[src/rtl/fifo_pkg.sv]
// Shared sizing helpers and parameter range checks for the FIFO family.
package fifo_pkg;

  function automatic int unsigned ptr_width(input int unsigned a_size);
    return a_size + 32'd1;
  endfunction

  function automatic int unsigned fifo_depth(input int unsigned a_size);
    return 32'd1 << a_size;
  endfunction

  // afull threshold must be reachable and non-trivial: 1..DEPTH
  function automatic bit af_level_ok(input int unsigned af, input int unsigned a_size);
    return (af >= 32'd1) && (af <= fifo_depth(a_size));
  endfunction

  // aempty threshold must leave full distinguishable: 0..DEPTH-1
  function automatic bit ae_level_ok(input int unsigned ae, input int unsigned a_size);
    return ae < fifo_depth(a_size);
  endfunction

endpackage

[src/rtl/sync_fifo_ram.sv]
// DEPTH x D_SIZE storage with one write port and a registered, read-enable gated read port.
module sync_fifo_ram
  import fifo_pkg::*;
#(
  parameter int unsigned A_SIZE = 4,
  parameter int unsigned D_SIZE = 8
) (
  input  logic              clk,
  input  logic              rst_n,
  input  logic              we,
  input  logic [A_SIZE-1:0] waddr,
  input  logic [D_SIZE-1:0] wdata,
  input  logic              re,
  input  logic [A_SIZE-1:0] raddr,
  output logic [D_SIZE-1:0] rdata
);

  localparam int unsigned DEPTH = fifo_depth(A_SIZE);

  logic [D_SIZE-1:0] mem [DEPTH];

  // Array is never reset; only the output register is.
  always_ff @(posedge clk) begin
    if (we) mem[waddr] <= wdata;
  end

  // Read-before-write: a same-address write in this cycle is not visible here.
  always_ff @(posedge clk or negedge rst_n) begin
    if (!rst_n)  rdata <= '0;
    else if (re) rdata <= mem[raddr];
  end

endmodule

[src/rtl/sync_fifo.sv]
// Single-clock FIFO: pointer, status flag, fill count and sticky error logic around sync_fifo_ram.
module sync_fifo
  import fifo_pkg::*;
#(
  parameter int unsigned A_SIZE   = 4,
  parameter int unsigned D_SIZE   = 8,
  parameter int unsigned AF_LEVEL = (2 ** A_SIZE) - 2,
  parameter int unsigned AE_LEVEL = 2
) (
  input  logic              clk,
  input  logic              rst_n,
  input  logic              wen,
  input  logic [D_SIZE-1:0] wdata,
  input  logic              ren,
  output logic [D_SIZE-1:0] rdata,
  output logic              rvalid,
  output logic              full,
  output logic              empty,
  output logic              afull,
  output logic              aempty,
  output logic [A_SIZE:0]   count,
  output logic              overflow,
  output logic              underflow,
  input  logic              clr_err
);

  localparam int unsigned PW = ptr_width(A_SIZE);
  localparam logic [PW-1:0] AF_L = PW'(AF_LEVEL);
  localparam logic [PW-1:0] AE_L = PW'(AE_LEVEL);

  if (!af_level_ok(AF_LEVEL, A_SIZE)) begin : g_af_range
    $error("sync_fifo: AF_LEVEL outside 1..DEPTH");
  end
  if (!ae_level_ok(AE_LEVEL, A_SIZE)) begin : g_ae_range
    $error("sync_fifo: AE_LEVEL outside 0..DEPTH-1");
  end

  logic [PW-1:0] wptr, rptr;
  logic [PW-1:0] wptr_nxt, rptr_nxt, cnt_nxt;
  logic          ren_acc, wen_acc;
  logic          full_nxt, empty_nxt, afull_nxt, aempty_nxt;
  logic          ovf_nxt, unf_nxt;

  // Acceptance uses registered flags only; a read frees a slot for a write while full.
  always_comb begin
    ren_acc    = ren & ~empty;
    wen_acc    = wen & (~full | ren_acc);
    wptr_nxt   = wptr + PW'(wen_acc);
    rptr_nxt   = rptr + PW'(ren_acc);
    cnt_nxt    = wptr_nxt - rptr_nxt;
    empty_nxt  = (wptr_nxt == rptr_nxt);
    full_nxt   = (wptr_nxt[PW-1] != rptr_nxt[PW-1]) &&
                 (wptr_nxt[PW-2:0] == rptr_nxt[PW-2:0]);
    afull_nxt  = (cnt_nxt >= AF_L);
    aempty_nxt = (cnt_nxt <= AE_L);
    // A new error in the clearing cycle wins over the clear.
    ovf_nxt    = (overflow  & ~clr_err) | (wen & ~wen_acc);
    unf_nxt    = (underflow & ~clr_err) | (ren & empty);
  end

  // Flags are registered from next-state pointers so they track wptr/rptr exactly.
  always_ff @(posedge clk or negedge rst_n) begin
    if (!rst_n) begin
      wptr      <= '0;
      rptr      <= '0;
      count     <= '0;
      empty     <= 1'b1;
      aempty    <= 1'b1;
      full      <= 1'b0;
      afull     <= 1'b0;
      rvalid    <= 1'b0;
      overflow  <= 1'b0;
      underflow <= 1'b0;
    end else begin
      wptr      <= wptr_nxt;
      rptr      <= rptr_nxt;
      count     <= cnt_nxt;
      empty     <= empty_nxt;
      aempty    <= aempty_nxt;
      full      <= full_nxt;
      afull     <= afull_nxt;
      rvalid    <= ren_acc;
      overflow  <= ovf_nxt;
      underflow <= unf_nxt;
    end
  end

  sync_fifo_ram #(
    .A_SIZE (A_SIZE),
    .D_SIZE (D_SIZE)
  ) u_ram (
    .clk   (clk),
    .rst_n (rst_n),
    .we    (wen_acc),
    .waddr (wptr[A_SIZE-1:0]),
    .wdata (wdata),
    .re    (ren_acc),
    .raddr (rptr[A_SIZE-1:0]),
    .rdata (rdata)
  );

endmodule

[config.mk]
export PLATFORM = sky130hd
export DESIGN_NAME = sync_fifo
export DESIGN_NICKNAME = d
export VERILOG_FILES = /design/src/rtl/fifo_pkg.sv /design/src/rtl/sync_fifo_ram.sv /design/src/rtl/sync_fifo.sv
export SDC_FILE = /design/constraint.sdc
export NUM_CORES = 1
export LEC_CHECK = 0
export BUFFER_PORTS_ARGS = -buffer_cell sky130_fd_sc_hd__buf_4
export CORE_ASPECT_RATIO = 0.75
export CORE_UTILIZATION = 60
export CTS_BUF_LIST = sky130_fd_sc_hd__clkbuf_4 sky130_fd_sc_hd__clkbuf_8
export DETAILED_ROUTE_END_ITERATION = 8
export PLACE_DENSITY = 0.75
export SETUP_SLACK_MARGIN = 0.05
export SYNTH_ARGS = -nofsm -noshare
export SYNTH_HDL_FRONTEND = slang
export SYNTH_SLANG_ARGS = --single-unit
[constraint.sdc]
create_clock -name clk -period 3.9 [get_ports clk]
set_input_delay 0.78 -clock clk [delete_from_list [all_inputs] [get_ports clk]]
set_output_delay 0.78 -clock clk [all_outputs]
set_load 0.01 [all_outputs]
==> results of run 1 <==
[final cells by class]
cell class / count / area (µm²)
Inverter: 12 / 45.0
Multi-Input combinational cell: 132 / 1560
Clock buffer: 18 / 241
Sequential cell: 158 / 4600
Timing Repair Buffer: 43 / 323
Fill cell: 649 / 3130
Tap cell: 136 / 170
Clock inverter: 14 / 183
[power groups by stage]
stage	Combinational [mW]	Clock [mW]	Sequential, mW
detailed placement	1.92	0	2.42
CTS	1.95	1.30	2.38
global route	2.11	1.35	2.41
global placement	1.87	0	2.40
floorplan	1.49	0	2.30
finish	1.93	1.28	2.38
[routing by layer]
layer	wire length [µm]	share of wire, %	vias up
li1	-	-	1371
met1	4990	44	1574
met2	5400	48	101
met3	694	6.2	12
met4	138	1.2	0
met5	0	0	-
[worst max-delay path, cell delays in order, from the launching register on]
cell,delay [ns]
dfstp_2,0.55
nand2b_1,0.11
buf_4,0.22
a21boi_2,0.12
ha_1,0.23
ha_1,0.24
xor2_1,0.18
xnor2_1,0.33
o21bai_1,0.15
xor2_1,0.21
a2111oi_2,0.32
[cell families after synthesis]
logic type / after synthesis / synth area share [%]
flip-flops: 158 / 72.8
buffers and inverters: 28 / 2.48
multiplexers: 48 / 15.1
AND/OR/NAND/NOR: 43 / 3.37
adder cells (fa/ha/maj): 10 / 1.98
AO/OA/AOI/OAI: 18 / 2.42
XOR/XNOR: 13 / 1.92
[Yosys cell counts (3+ instances only)]
master / count / area share, %
nand2b_1: 3 / 0.30
edfxtp_1: 128 / 61
nor2_1: 13 / 0.77
ha_1: 10 / 2.0
nor3_1: 13 / 1.0
nand3_1: 7 / 0.55
mux4_2: 16 / 5.7
mux4_1: 16 / 6.7
buf_2: 3 / 0.24
clkbuf_1: 7 / 0.42
xnor2_1: 5 / 0.69
mux2_2: 8 / 1.4
inv_1: 12 / 0.71
o21ai_0: 4 / 0.32
dfrtp_1: 28 / 11
a221o_1: 8 / 1.3
xor2_1: 7 / 0.97
mux2i_1: 8 / 1.3
[through the flow]
step,power [mW],util [%]
2_1_floorplan,3.79,-
6_report,5.59,69.5
4_1_cts,5.63,69.5
3_5_place_dp,4.34,65.4
3_3_place_gp,4.27,65.4
5_1_grt,5.88,69.5
[worst max path at each step]
| stage | from | to | cells past startpoint |
|---|---|---|---|
| floorplan | ren | afull$_DFF_PN0_ | 11 |
| finish | empty$_DFF_PN1_ | aempty$_DFF_PN1_ | 10 |
| detailed placement | ren | aempty$_DFF_PN1_ | 12 |
| CTS | empty$_DFF_PN1_ | aempty$_DFF_PN1_ | 10 |
| global placement | ren | afull$_DFF_PN0_ | 12 |
| global route | empty$_DFF_PN1_ | aempty$_DFF_PN1_ | 10 |
[registers in the layout, summed over array words and instances (netlist names)]
name / count
rvalid: 1
u_ram.mem: 128
overflow: 1
count: 5
full: 1
u_ram.rdata: 8
aempty: 1
wptr: 5
rptr: 5
empty: 1
underflow: 1
afull: 1
==> run metrics, run 1 <==
first-pass GRT wire length 17.4 mm; part of the power in combinational logic 34.6%; flop2flop setup slack 1.14 ns; Cell Area, Synth 6320 µm²; clk_skew 0.0132 ns; status complete, no violations; Post-Syn Instances 318; Critical Path RT 4.24 ns; I/O pin total 33; Avg Inst Size Synth 19.9 µm²; maximum vdd drop 0.362 mV; Root Buffer clkbuf_8; area of the die 10900 µm²; Initial Util 61.6%; total grt overflow 0; fmax 0.362 GHz; row cnt 32; Post-Place Cells 481; CP max FO 19; post-route setup slack 1.14 ns; fin area 7120 µm²; Vias per Instance 5.96; fraction of registers with async set/reset 19.0%; #FFs+latches synth 158; diodes inserted 0; grt met1 use 32.5%; Setup crit end kind flip-flop; fin crit share 70.7%; static leakage 2.57 nW; most common cell after layout, fill and taps aside edfxtp_1; initial antenna violation count 0; post-place setup slack 0.786 ns; layer with the highest usage met2; GRT Total Usage 22.8%; final setup vio count 0; sequential share of power 42.6%; placer congestion estimate 0.831; WP data arrival 3.10 ns; Hold Path Class input pin to asynchronous set/reset pin; TritonCTS Buffers 17; Final Max Tran Viols 0; Worst-Margin Slew 0.965 ns; Die H 90.9 µm; Global Route met2 Usage 34.1%; CTS tree built; clk sinks 158; sequential share of the synthesized area 72.8%; Layout area overhead 12.8%; GR met3 Demand/Resource 6.50%; CP Class flip-flop to flip-flop; FF-to-FF End aempty$_DFF_PN1_; HPWL Detailed 7.23 mm; YS warnings 0; max_cap viols 0; DRC errors left 0; Clock transition at path regs 0.09 ns; min cycle time layout 2.76 ns; Hold Vio Cnt, Final 0; number of port buffers 32; PD cells 784 nW/µm²; fraction of layout cells with a size suffix above 1 28.1%; Hold Buf Count CTS 0; clock buffer depth 2; Die W 120 µm; switch share 33.3%; non-filler instance count after layout 513; clock share of power 22.8%; Setup crit start kind flip-flop; number of library cell types mapped by synthesis 34; largest net degree at the start of global routing 31; Worst Reg-to-Reg Cells 10; drt pass-1 iters 4; DRT iter0 DRCs 325; Skew-Pair Late Insertion Delay 0.45 ns; vias in the first global route 3140; Int Power 3.73 mW; Post-CTS Repair Setup Buffers 0; EDFF count, synth 128; drt wl/cell 21.9 µm; Final ANT Viol Nets 0; Syn Nets 341; H-Tree Depth 4; vias post-DR 3058; core area 10200 µm²; Final Net Count 387; final wirelength 11.2 mm; Cell Area, Placed 6700 µm²; dominant synthesized flop cell edfxtp_1; WHS 0.243 ns; Relative slew margins 35.4%; most frequent cells in the layout edfxtp_1 (128), buf_4 (43), dfrtp_1 (27); Critical R2R Launch empty$_DFF_PN1_; # resized after CTS 0; Post-Route Setup TNS 0 ns; switching pwr 1.86 mW; unrepaired setup endpoints after global routing false
Note: power is estimated with default switching activity, not from simulation.
==> run 2, diff against run 1 <==
==> constraint.sdc (replaced) <==
create_clock -name clk -period 2.54 [get_ports clk]
set_input_delay 0.508 -clock clk [delete_from_list [all_inputs] [get_ports clk]]
set_output_delay 0.508 -clock clk [all_outputs]
set_load 0.01 [all_outputs]
==> run metrics, run 2 (synthesis results as in run 1) <==
first-pass GRT wire length 17.9 mm (+3.1%); clock buffer depth 2 (unchanged); Hold Path Class input pin to flip-flop; Largest regs u_ram.mem (128), u_ram.rdata (8); register area 4600 µm² (unchanged); total grt overflow 0 (unchanged); most frequent cells in the layout edfxtp_1 (128), buf_4 (54), dfrtp_1 (27); Final Max Tran Viols 0 (unchanged); DRT iter0 DRCs 239 (-26%); critical path buffer and inverter count 2 (+1); max_cap viols 0 (unchanged); switch share 34.6% (+1.4 points); slowest stage cell, crit path dfstp_2; final setup vio count 0 (unchanged); Post-Route Setup TNS 0 ns (unchanged); clk_skew 0.0115 ns (-0.00168 ns); fin crit share 94.2% (+23 points); Cell Area, Placed 6800 µm² (+1.5%); CTS tree built; initial antenna violation count 0 (unchanged); WHS 0.270 ns (+0.0267 ns); post-place setup slack -0.0794 ns (-0.866 ns); Multi-input gate area 1710 µm² (+9.5%); Worst-Margin Slew 0.470 ns (-0.495 ns); fmax 0.418 GHz (+15%); GRT Total Usage 23.5% (+0.67 points); drt pass-1 iters 5 (+1); post-route setup slack 0.148 ns (-0.993 ns); most common cell after layout, fill and taps aside edfxtp_1; Fillers 625 (-3.7%); Hold Path Cell Cnt 2; row cnt 32 (unchanged); vias post-DR 3145 (+2.8%); H-Tree Depth 4 (unchanged); final wirelength 11.6 mm (+3.8%); DRC errors left 0 (unchanged); Clock transition at path regs 0.08 ns (about the same); status complete, no violations; Int Power 5.68 mW (+52%); WP data arrival 2.72 ns (-0.38 ns); core area 10200 µm² (unchanged); Vias per Instance 5.98 (+0.30%); placer congestion estimate 0.857 (+3.1%); Die W 120 µm (unchanged); Largest Register u_ram.mem; Total Power 8.69 mW (+56%); unrepaired setup endpoints after global routing false; maximum vdd drop 0.737 mV (+100%); Setup crit end kind flip-flop; diodes inserted 0 (unchanged); max reg flops 128 (unchanged); clock share of power 18.9% (-3.9 points); drt wl/cell 22.1 µm (+1.2%); non-filler instance count after layout 526 (+2.5%); Layout area overhead 15.8%; PD cells 1190 nW/µm² (+52%); Initial Util 61.6% (unchanged); Final Net Count 400 (+3.4%); Die H 90.9 µm (unchanged); TritonCTS Buffers 17 (unchanged); Root Buffer clkbuf_8; largest net degree at the start of global routing 33 (+6.5%); area of the die 10900 µm² (unchanged); Post-Place Cells 493 (+2.5%); Worst Reg-to-Reg Cells 10 (unchanged); CP delay by family, top adder cells; vias in the first global route 3215 (+2.4%); switching pwr 3.01 mW (+62%); Relative slew margins 68.6% (+33 points); fin area 7310 µm² (+2.7%); clk sinks 158 (unchanged); Util after Layout 71.3% (+1.8 points); fraction of layout cells with a size suffix above 1 35.4% (+7.3 points); number of port buffers 32 (unchanged); Setup crit start kind flip-flop; cell count along the critical path 10 (unchanged); Skew-Pair Late Insertion Delay 0.44 ns (about the same); Crit path largest cell delay 0.55 ns (about the same); min cycle time layout 2.39 ns (-0.367 ns); CP max FO 3 (-16); I/O pin total 33 (unchanged); worst path cell trace nand2b_4 -> inv_1 -> ha_2 -> ha_4 -> inv_1 -> ha_1 -> a21oi_1 -> o21bai_1 -> xor2_2 -> a31o_2; Final ANT Viol Nets 0 (unchanged); static leakage 2.64 nW (+2.9%); cell mode on critical path inv_1; HPWL Detailed 7.30 mm (+0.91%); Hold Vio Cnt, Final 0 (unchanged); Critical Path RT 2.86 ns (-1.38 ns); part of the power in combinational logic 40.0% (+5.4 points); sequential share of power 41.0% (-1.6 points); CP Class flip-flop to flip-flop
## run 2: cell types whose count changed in the layout (fill, tap and decap cells not counted), sizes merged
cell,delta
bufinv,-3
buf,+12
inv,+1
clkinv,+2
dlygate4sd3,+1
## run 2: timing repair
item | in CTS | in global routing
resized for setup | 3 | 22
setup buffers | 0 | 0
pin swaps | 0 | 3
endpoints found under the setup margin | 2 | 2
hold buffers | 1 | 0
endpoints found under the hold margin | 28 | 0
## run 2: area by class of cell
cell class | instances | area share (%)
inverters | 12 | 0.616
well taps | 136 | 2.33
repair buffers | 56 | 5.95
flip-flops and latches | 158 | 62.9
multi-input cells | 132 | 23.4
clock buffers | 18 | 3.30
clock inverters | 14 | 1.51
## run 2: final timing paths
check / from / end / slack, ns
worst max-delay path: empty$_DFF_PN1_ / afull$_DFF_PN0_ / 0.15
worst min-delay path: clr_err / overflow$_DFF_PN0_ / 0.27
worst max register to register: empty$_DFF_PN1_ / afull$_DFF_PN0_ / 0.15
worst min register to register: u_ram.rdata[0]$_DFFE_PN0P_ / u_ram.rdata[0]$_DFFE_PN0P_ / 0.53
max in group asynchronous: rst_n / empty$_DFF_PN1_ / 1.68
min in group asynchronous: rst_n / wptr[3]$_DFF_PN0_ / 0.54
## run 2: worst reg2reg max path: stages (launching register included)
cell      delay [ns]
dfstp_2         0.55
nand2b_4        0.15
inv_1           0.07
ha_2            0.20
ha_4            0.28
inv_1           0.04
ha_1            0.30
a21oi_1         0.15
o21bai_1        0.11
xor2_2          0.19
a31o_2          0.26
## run 2: power groups by stage
stage / Sequential, mW / Combinational [mW] / Clock [mW]
floorplan: 3.54 / 2.29 / 0
global placement: 3.57 / 3.04 / 0
detailed placement: 3.59 / 3.14 / 0
CTS: 3.53 / 3.19 / 1.68
global route: 3.61 / 3.77 / 1.80
finish: 3.56 / 3.48 / 1.65
## run 2: routing by layer
| metal | GRT usage [%] | share of wire, % | vias up | wire length [µm] |
|---|---|---|---|---|
| li1 | - | - | 1389 | - |
| met1 | 33.8 | 43 | 1628 | 4970 |
| met2 | 35.5 | 50 | 112 | 5770 |
| met3 | 6.57 | 6.3 | 16 | 737 |
| met4 | 7.10 | 1.5 | 0 | 171 |
| met5 | 0 | 0 | - | 0 |
==> run 3, diff against run 2 <==
--- a/config.mk
+++ b/config.mk
@@ -5,6 +5,7 @@
 export SDC_FILE = /design/constraint.sdc
 export NUM_CORES = 1
 export LEC_CHECK = 0
+export ABC_AREA = 0
 export BUFFER_PORTS_ARGS = -buffer_cell sky130_fd_sc_hd__buf_4
 export CORE_ASPECT_RATIO = 0.75
 export CORE_UTILIZATION = 60
==> constraint.sdc (replaced) <==
create_clock -name clk -period 2.54 [get_ports clk]
set_input_delay 0.127 -clock clk [delete_from_list [all_inputs] [get_ports clk]]
set_output_delay 0.127 -clock clk [all_outputs]
set_load 0.01 [all_outputs]
==> run metrics, run 3 (synthesis results as in run 1) <==
register area 4600 µm² (unchanged); Largest regs u_ram.mem (128), u_ram.rdata (8); number of port buffers 32 (unchanged); drt pass-1 iters 4 (-1); Fillers 607 (-2.9%); fraction of layout cells with a size suffix above 1 32.3% (-3.1 points); row cnt 32 (unchanged); DRT iter0 DRCs 248 (+3.8%); Final ANT Viol Nets 0 (unchanged); most common cell after layout, fill and taps aside edfxtp_1; TritonCTS Buffers 17 (unchanged); H-Tree Depth 4 (unchanged); CTS tree built; flop2flop setup slack 0.20 ns (+0.06 ns); Setup crit start kind flip-flop; FF-to-FF End aempty$_DFF_PN1_; Critical Path RT 2.88 ns (+0.02 ns); max reg flops 128 (unchanged); Vias per Instance 5.96 (-0.40%); WP data arrival 2.68 ns (-0.04 ns); core area 10200 µm² (unchanged); clock buffer depth 2 (unchanged); clk sinks 158 (unchanged); CP max FO 3 (unchanged); fmax 0.428 GHz (+2.4%); GRT Total Usage 24.3% (+0.85 points); status complete, no violations; worst path cell trace nand2b_4 -> inv_1 -> ha_2 -> ha_4 -> inv_1 -> ha_4 -> a21oi_2 -> o21bai_1 -> xor2_1 -> a2111oi_2; unrepaired setup endpoints after global routing false; Layout area overhead 17.6%; largest net degree at the start of global routing 33 (unchanged); Final Net Count 411 (+2.8%); fin crit share 92.0% (-2.2 points); Skew-Pair Late Insertion Delay 0.45 ns (about the same); maximum vdd drop 0.550 mV (-25%); max_cap viols 0 (unchanged); Setup crit end kind flip-flop; first-pass GRT wire length 18.5 mm (+3.4%); area of the die 10900 µm² (unchanged); Worst Reg-to-Reg Cells 10 (unchanged); Relative slew margins 67.4% (-1.2 points); drt wl/cell 22.5 µm (+1.5%); placer congestion estimate 0.837 (-2.4%); Largest Register u_ram.mem; crit path from empty$_DFF_PN1_; Critical R2R Launch empty$_DFF_PN1_; Total Power 8.82 mW (+1.6%); post-route setup slack 0.204 ns (+0.0562 ns); Hold Vio Cnt, Final 0 (unchanged); I/O pin total 33 (unchanged); Die W 120 µm (unchanged); final wirelength 12.0 mm (+3.4%); Crit path largest cell delay 0.54 ns (about the same); Root Buffer clkbuf_8; DRC errors left 0 (unchanged); initial antenna violation count 0 (unchanged); Initial Util 61.6% (unchanged); Final Max Tran Viols 0 (unchanged); Worst-Margin Slew 0.489 ns (+0.0182 ns); fin area 7430 µm² (+1.6%); final setup vio count 0 (unchanged); most frequent cells in the layout edfxtp_1 (128), buf_4 (54), dfrtp_1 (27); clk_skew 0.00787 ns (-0.00362 ns); min cycle time layout 2.34 ns (-0.0562 ns); diodes inserted 0 (unchanged); vias post-DR 3192 (+1.5%); slowest stage cell, crit path dfstp_2; CP Class flip-flop to flip-flop; vias in the first global route 3244 (+0.90%); Post-Route Setup TNS 0 ns (unchanged); Die H 90.9 µm (unchanged); Clock transition at path regs 0.08 ns (about the same); Cell Area, Placed 6780 µm² (-0.29%); Hold Path Class input pin to asynchronous set/reset pin; total grt overflow 0 (unchanged); post-place setup slack 0.00884 ns (+0.0883 ns); HPWL Detailed 7.41 mm (+1.5%); Multi-input gate area 1690 µm² (-1.5%); static leakage 2.68 nW (+1.6%); PD cells 1190 nW/µm² (about the same)
[run 3: how the worst max path moves through the flow]
stage                        to  slack (ns)  cells after the start
2_1_floorplan   afull$_DFF_PN0_        0.07                     11
3_3_place_gp   aempty$_DFF_PN1_        0.14                     10
3_5_place_dp   aempty$_DFF_PN1_       0.009                     10
4_1_cts        aempty$_DFF_PN1_        0.08                     10
5_1_grt        aempty$_DFF_PN1_        0.04                     10
6_report       aempty$_DFF_PN1_        0.20                     10
[run 3: through the flow]
step,utilization [%],hold slack [ns],std cells
2_1_floorplan,-,-0.169,318
3_3_place_gp,66.2,0.0759,492
3_5_place_dp,66.2,0.0822,492
4_1_cts,71.8,0.142,536
5_1_grt,72.4,0.163,536
6_report,72.4,0.146,536
[run 3: what timing repair did]
item	CTS	global route
buffers inserted	0	0
pin swaps	1	3
hold buffers	13	0
resized for setup	7	10
setup endpoints to repair	2	2
endpoints found under the hold margin	152	0
[run 3: cell type report]
cell class,instances,share of cell area (%)
Multi-Input combinational cell,132,22.7
Timing Repair Buffer,67,7.21
Clock buffer,18,3.25
Inverter,12,0.607
Sequential cell,158,61.9
Tap cell,136,2.29
Clock inverter,13,2.01
[run 3: metal layers]
metal / share of wire (%) / up-vias / global-route usage [%] / wire length [µm]
met5: 0 / - / 0 / 0
met4: 1.6 / 0 / 9.36 / 192
met3: 8.5 / 16 / 6.57 / 1020
met2: 49 / 125 / 37.5 / 5850
met1: 41 / 1634 / 33.6 / 4980
li1: - / 1417 / - / -
[run 3: report_power, final]
part	switching, mW	total (mW)	internal (mW)
logic	1.74	3.42	1.69
registers	0.280	3.56	3.28
clock network	0.878	1.84	0.962
[run 3: worst max-delay path, delay by kind of cell (launching register included)]
kind | cells | cell delay [ns]
buffers and inverters | 2 | 0.12
adders and majority gates | 3 | 0.70
and+or+nand+nor | 1 | 0.13
xor gates and xnor gates | 1 | 0.20
AOI/OAI and AO/OA | 3 | 0.53
DFF | 1 | 0.54
